File: src/rtl/twisted_ring_counter.sv
// twisted_ring_counter: Johnson/ring shift counter with load, wrap pulse, optional SELF_CORRECT_EN recovery
module twisted_ring_counter #(
    parameter int WIDTH = 8
) (
    input  logic             clk,
    input  logic             rst,
    input  logic             en,
    input  logic             dir,
    input  logic             mode,
    input  logic             load,
    input  logic [WIDTH-1:0] load_val,
    output logic [WIDTH-1:0] out,
    output logic             wrap,
    output logic             err
);
    logic             mode_q;
    logic             bad;
    logic [WIDTH-1:0] nxt;
    logic [WIDTH-1:0] sp_in;
    logic [WIDTH-1:0] sp_q;
    always_comb begin
        sp_in = mode ? WIDTH'(1) : '0;
        sp_q  = mode_q ? WIDTH'(1) : '0;
        nxt   = dir ? {out[WIDTH-2:0], mode_q ? out[WIDTH-1] : ~out[WIDTH-1]}
                    : {mode_q ? out[0] : ~out[0], out[WIDTH-1:1]};
    end
`ifdef SELF_CORRECT_EN
    // Johnson legal: at most one adjacent-bit transition; ring legal: exactly one bit set
    logic [WIDTH-2:0] tr;
    assign tr  = out[WIDTH-1:1] ^ out[WIDTH-2:0];
    assign bad = mode_q ? (out == '0 || (out & (out - WIDTH'(1))) != '0)
                        : ((tr & (tr - (WIDTH-1)'(1))) != '0);
`else
    assign bad = 1'b0;
`endif
    always_ff @(posedge clk) begin
        if (rst) begin
            out    <= sp_in;
            mode_q <= mode;
            wrap   <= 1'b0;
            err    <= 1'b0;
        end else begin
            wrap <= 1'b0;
            err  <= 1'b0;
            if (load) begin
                out <= load_val;
            end else if (mode != mode_q) begin
                out    <= sp_in;
                mode_q <= mode;
            end else if (en) begin
                out  <= bad ? sp_q : nxt;
                err  <= bad;
                wrap <= !bad && nxt == sp_q;
            end
        end
    end
endmodule

File: config.mk
export PLATFORM = sky130hd
export DESIGN_NAME = twisted_ring_counter
export DESIGN_NICKNAME = d
export VERILOG_FILES = /design/src/rtl/twisted_ring_counter.sv
export SDC_FILE = /design/constraint.sdc
export NUM_CORES = 1
export LEC_CHECK = 0
export ABC_AREA = 1
export CAP_MARGIN = 40
export CORE_ASPECT_RATIO = 0.9
export CORE_MARGIN = 5
export CORE_UTILIZATION = 30
export CTS_CLUSTER_DIAMETER = 60
export CTS_CLUSTER_SIZE = 14
export DETAILED_ROUTE_END_ITERATION = 10
export PLACE_DENSITY = 0.67
export SLEW_MARGIN = 20
export SYNTH_ARGS = -nofsm -noshare
export SYNTH_HDL_FRONTEND = slang
export SYNTH_SLANG_ARGS = --single-unit
File: constraint.sdc
create_clock -name clk -period 1.46 [get_ports clk]
set_input_delay 0.292 -clock clk [delete_from_list [all_inputs] [get_ports clk]]
set_output_delay 0.292 -clock clk [all_outputs]
set_load 0.05 [all_outputs]
==> flow_results.xml, run 1 <==
<?xml version="1.0" encoding="UTF-8"?>
<metrics>
  <group name="worst_setup_path">
    <metric name="setup.worst_path.class" unit="">primary input to flip-flop</metric>
    <metric name="crit_path_start_kind" unit="">primary input</metric>
    <metric name="reg2reg_setup_slack" unit="ns">0.16</metric>
    <metric name="crit_path_max_fanout" unit="">9</metric>
    <metric name="regToRegStartpoint" unit="">mode_q</metric>
    <metric name="worst_ep_required_time" unit="ns">1.58</metric>
    <metric name="element_type_at_the_critical_path_end" unit="">flip-flop</metric>
    <metric name="ff2ff_path_depth" unit="">6</metric>
    <metric name="worst-endpoint-arrival" unit="ns">1.46</metric>
    <metric name="crit_path_start" unit="">mode</metric>
    <metric name="crit-reg2reg-capture" unit="">out[5]</metric>
  </group>
  <group name="timing">
    <metric name="holdWs" unit="ns">0.6475</metric>
    <metric name="clock_skew" unit="ns">0.004427</metric>
    <metric name="maxClockFrequency" unit="GHz">0.7456</metric>
    <metric name="report.final.hold_viol_count" unit="">0</metric>
    <metric name="finalSetupViolCount" unit="">0</metric>
    <metric name="rsz_0062_raised_after_global_routing" unit="">false</metric>
    <metric name="finalCriticalPeriod" unit="ns">1.341</metric>
    <metric name="pins_over_slew_limit" unit="">0</metric>
    <metric name="final.period_utilization" unit="">0.9186</metric>
  </group>
  <group name="synthesis">
    <metric name="synth_area_per_inst" unit="sq um">6.975</metric>
    <metric name="synthArstFlopShare" unit="">0</metric>
    <metric name="post_synth_fa_ha_maj_area_fraction" unit="">0.01776</metric>
    <metric name="ys_seq_area_frac" unit="">0.4121</metric>
    <metric name="yosysUniqueCellTypes" unit="">17</metric>
    <metric name="synth_top_family_by_area" unit="">simple AND/OR/NAND/NOR gates</metric>
    <metric name="synth_fp_nets" unit="">116</metric>
    <metric name="yosys.area_share.simple" unit="">0.3481</metric>
    <metric name="synth-warning-count" unit="">0</metric>
    <metric name="area_fraction_in_compound_gates_after_synthesis" unit="">0.07815</metric>
    <metric name="syn_inst" unit="">101</metric>
    <metric name="synth_mux_area_frac" unit="">0</metric>
    <metric name="netlist_area" unit="sq um">704.4</metric>
    <metric name="ys_ff_latch" unit="">10</metric>
    <metric name="yosys_most_used_dff" unit="">edfxtp_1</metric>
    <metric name="count_of_flip_flops_with_a_built_in_enable_after_synthesis" unit="">9</metric>
    <metric name="synth_xor_xnor_area_share" unit="">0</metric>
  </group>
  <group name="global_routing">
    <metric name="globalRouteMet3Util" unit="">0.03248</metric>
    <metric name="grt_most_used_layer" unit="">met2</metric>
    <metric name="grt_util_met2" unit="">0.1556</metric>
    <metric name="grt_pass1_vias" unit="">672</metric>
    <metric name="grt_start_max_net_pins" unit="">11</metric>
    <metric name="global_route.usage.met1" unit="">0.1555</metric>
    <metric name="grt_remaining_overflow" unit="">0</metric>
    <metric name="globalRouteTotalUtil" unit="">0.1112</metric>
    <metric name="antenna_found_initial" unit="">0</metric>
    <metric name="global_route_wire_length_before_repair" unit="um">2870</metric>
  </group>
  <group name="cells_and_area">
    <metric name="post_layout_nonfiller_instances" unit="">156</metric>
    <metric name="final_cell_area" unit="sq um">1107</metric>
    <metric name="n_antenna_cell" unit="">0</metric>
    <metric name="layout-drive-gt1-share" unit="">0.2016</metric>
    <metric name="syn_to_final_growth" unit="%">57.19</metric>
    <metric name="fin_util" unit="">0.5028</metric>
    <metric name="most-common-layout-cells" unit="">43 x nand2_1, 13 x clkdlybuf4s50_1</metric>
    <metric name="mostFrequentLayoutCell" unit="">nand2_1</metric>
    <metric name="fillCellCount" unit="">210</metric>
    <metric name="number_of_nets_in_the_layout" unit="">145</metric>
  </group>
  <group name="hold_path">
    <metric name="hold_class" unit="">flip-flop to flip-flop</metric>
    <metric name="worstHoldEndpoint" unit="">wrap</metric>
    <metric name="holdPathStages" unit="">4</metric>
    <metric name="min-delay-start" unit="">mode_q</metric>
  </group>
  <group name="status">
    <metric name="outcome" unit="">complete, no violations</metric>
  </group>
  <group name="drt">
    <metric name="detail_route.wirelength" unit="um">1734</metric>
    <metric name="via_per_inst" unit="">4.647</metric>
    <metric name="dr_total_vias" unit="">725</metric>
    <metric name="drtAntennaViolNets" unit="">0</metric>
    <metric name="wirelength_per_cell" unit="um">11.12</metric>
    <metric name="drt_pre_antenna_iters" unit="">4</metric>
    <metric name="number_of_design_rule_violations_left_after_detail_routing" unit="">0</metric>
    <metric name="drt_iter0_drc" unit="">16</metric>
  </group>
  <group name="clock_tree">
    <metric name="cts_post_setup_buffers_inserted" unit="">0</metric>
    <metric name="clkLatencyLatePin" unit="ns">0.28</metric>
    <metric name="clock_buffer_count_from_cts" unit="">3</metric>
    <metric name="clock_transition_at_path_regs" unit="ns">0.07</metric>
    <metric name="cts_htree_levels" unit="">1</metric>
    <metric name="cts_root_buffer" unit="">clkbuf_4</metric>
    <metric name="clock_path_buffers" unit="">2</metric>
    <metric name="tritoncts_clock_tree" unit="">done</metric>
    <metric name="clock_sink_count" unit="">10</metric>
  </group>
  <group name="floorplanning">
    <metric name="initial_utilization" unit="">0.3199</metric>
    <metric name="core_region_area" unit="sq um">2202</metric>
    <metric name="chipWidth" unit="um">61.08</metric>
    <metric name="die_height" unit="um">55.97</metric>
    <metric name="io_pins" unit="">24</metric>
    <metric name="die-area" unit="sq um">3419</metric>
    <metric name="num_rows" unit="">16</metric>
  </group>
  <group name="power_and_ir_drop">
    <metric name="vdd.ir_drop.worst" unit="mV">0.4962</metric>
    <metric name="cellLeakagePower" unit="nW">0.5089</metric>
    <metric name="power_density" unit="nW/um^2">883.4</metric>
    <metric name="power.total" unit="mW">0.9782</metric>
  </group>
  <group name="placed_design">
    <metric name="gpl.final_weighted_congestion" unit="">0.8369</metric>
    <metric name="buffer_ports.inserted" unit="">22</metric>
    <metric name="dpl.cell_count" unit="">152</metric>
    <metric name="dpl_cell_area" unit="sq um">1061</metric>
    <metric name="dp_hpwl" unit="um">1396</metric>
  </group>
  <group name="run">
    <metric name="max_cap_viol_count" unit="">0</metric>
  </group>
</metrics>
## metrics by stage
step / setup TNS [ns] / worst slack [ns]
2_1_floorplan: 0 / 0.09125
3_3_place_gp: -3.682 / -0.2339
3_5_place_dp: -4.207 / -0.2636
4_1_cts: 0 / 0.03267
5_1_grt: 0 / 0.04200
6_report: 0 / 0.1188
## final cells by class
class | count | area [sq um] | area share
multi-input cells | 74 | 332.8 | 0.3006
well taps | 27 | 33.78 | 0.03051
clock buffers | 4 | 36.28 | 0.03277
flip-flops and latches | 10 | 290.3 | 0.2621
inverters | 13 | 58.81 | 0.05311
repair buffers | 28 | 355.3 | 0.3209
## how the worst max path moves through the flow
stage               slack (ns)  depth (start not counted)      to
global placement         -0.23                          5  out[4]
CTS                       0.03                          5  out[4]
detailed placement       -0.26                          5  out[5]
floorplan                 0.09                          5  out[0]
global route              0.04                          6  out[6]
finish                    0.12                          6  out[6]
## power breakdown
part | internal [mW] | total, mW | switching (mW)
Clock | 0.152 | 0.262 | 0.111
Combinational | 0.160 | 0.351 | 0.191
Sequential | 0.339 | 0.365 | 0.0262
## synth_stat cells, types with 2 or more instances
master / number / area share
buf_6: 3 / 0.048
o21ai_0: 2 / 0.014
nor2_1: 6 / 0.032
a21oi_1: 9 / 0.064
nand2_2: 2 / 0.018
inv_1: 9 / 0.048
nand2_1: 44 / 0.23
nand3_1: 9 / 0.064
edfxtp_1: 9 / 0.38
## kinds of logic (layout without fill, tap and decap cells)
kind of cell	count (synthesis)	in the layout
other	1	1
DFF	10	10
adders and majority gates	1	1
and+or+nand+nor	61	61
buffers and inverters	17	45
AOI/OAI and AO/OA	11	11
## sequential cells by signal, summed over array words and instances, names as in the netlist
register / cells
out: 8
wrap: 1
mode_q: 1
## layer usage
metal  wire length, um  up-vias
met5                 0        -
met2               752       31
met1               806      315
li1                  -      376
met3               149        3
met4                25        0
## what timing repair did
item                       4_1_cts  5_1_grt
hold endpoints to repair         0        0
hold buffers                     0        0
setup endpoints to repair        0       12
resized for setup                0        2
## worst max-delay path, stage by stage
cell	delay, ns
clkdlybuf4s50_1	0.42
ha_1	0.31
nand2_2	0.08
inv_4	0.12
nand3_1	0.10
a21oi_1	0.15
Power figures use the tool's default switching activity.
==> inputs of run 2 (changes only) <==
--- a/config.mk
+++ b/config.mk
@@ -6,13 +6,14 @@
 export NUM_CORES = 1
 export LEC_CHECK = 0
 export ABC_AREA = 1
-export CAP_MARGIN = 40
+export CAP_MARGIN = 5
 export CORE_ASPECT_RATIO = 0.9
 export CORE_MARGIN = 5
 export CORE_UTILIZATION = 30
 export CTS_CLUSTER_DIAMETER = 60
 export CTS_CLUSTER_SIZE = 14
 export DETAILED_ROUTE_END_ITERATION = 10
+export GPL_ROUTABILITY_DRIVEN = 0
 export PLACE_DENSITY = 0.67
 export SLEW_MARGIN = 20
 export SYNTH_ARGS = -nofsm -noshare
==> results of run 2 <==
Same layout as run 1: the final DEF is identical, and so are final timing and power.
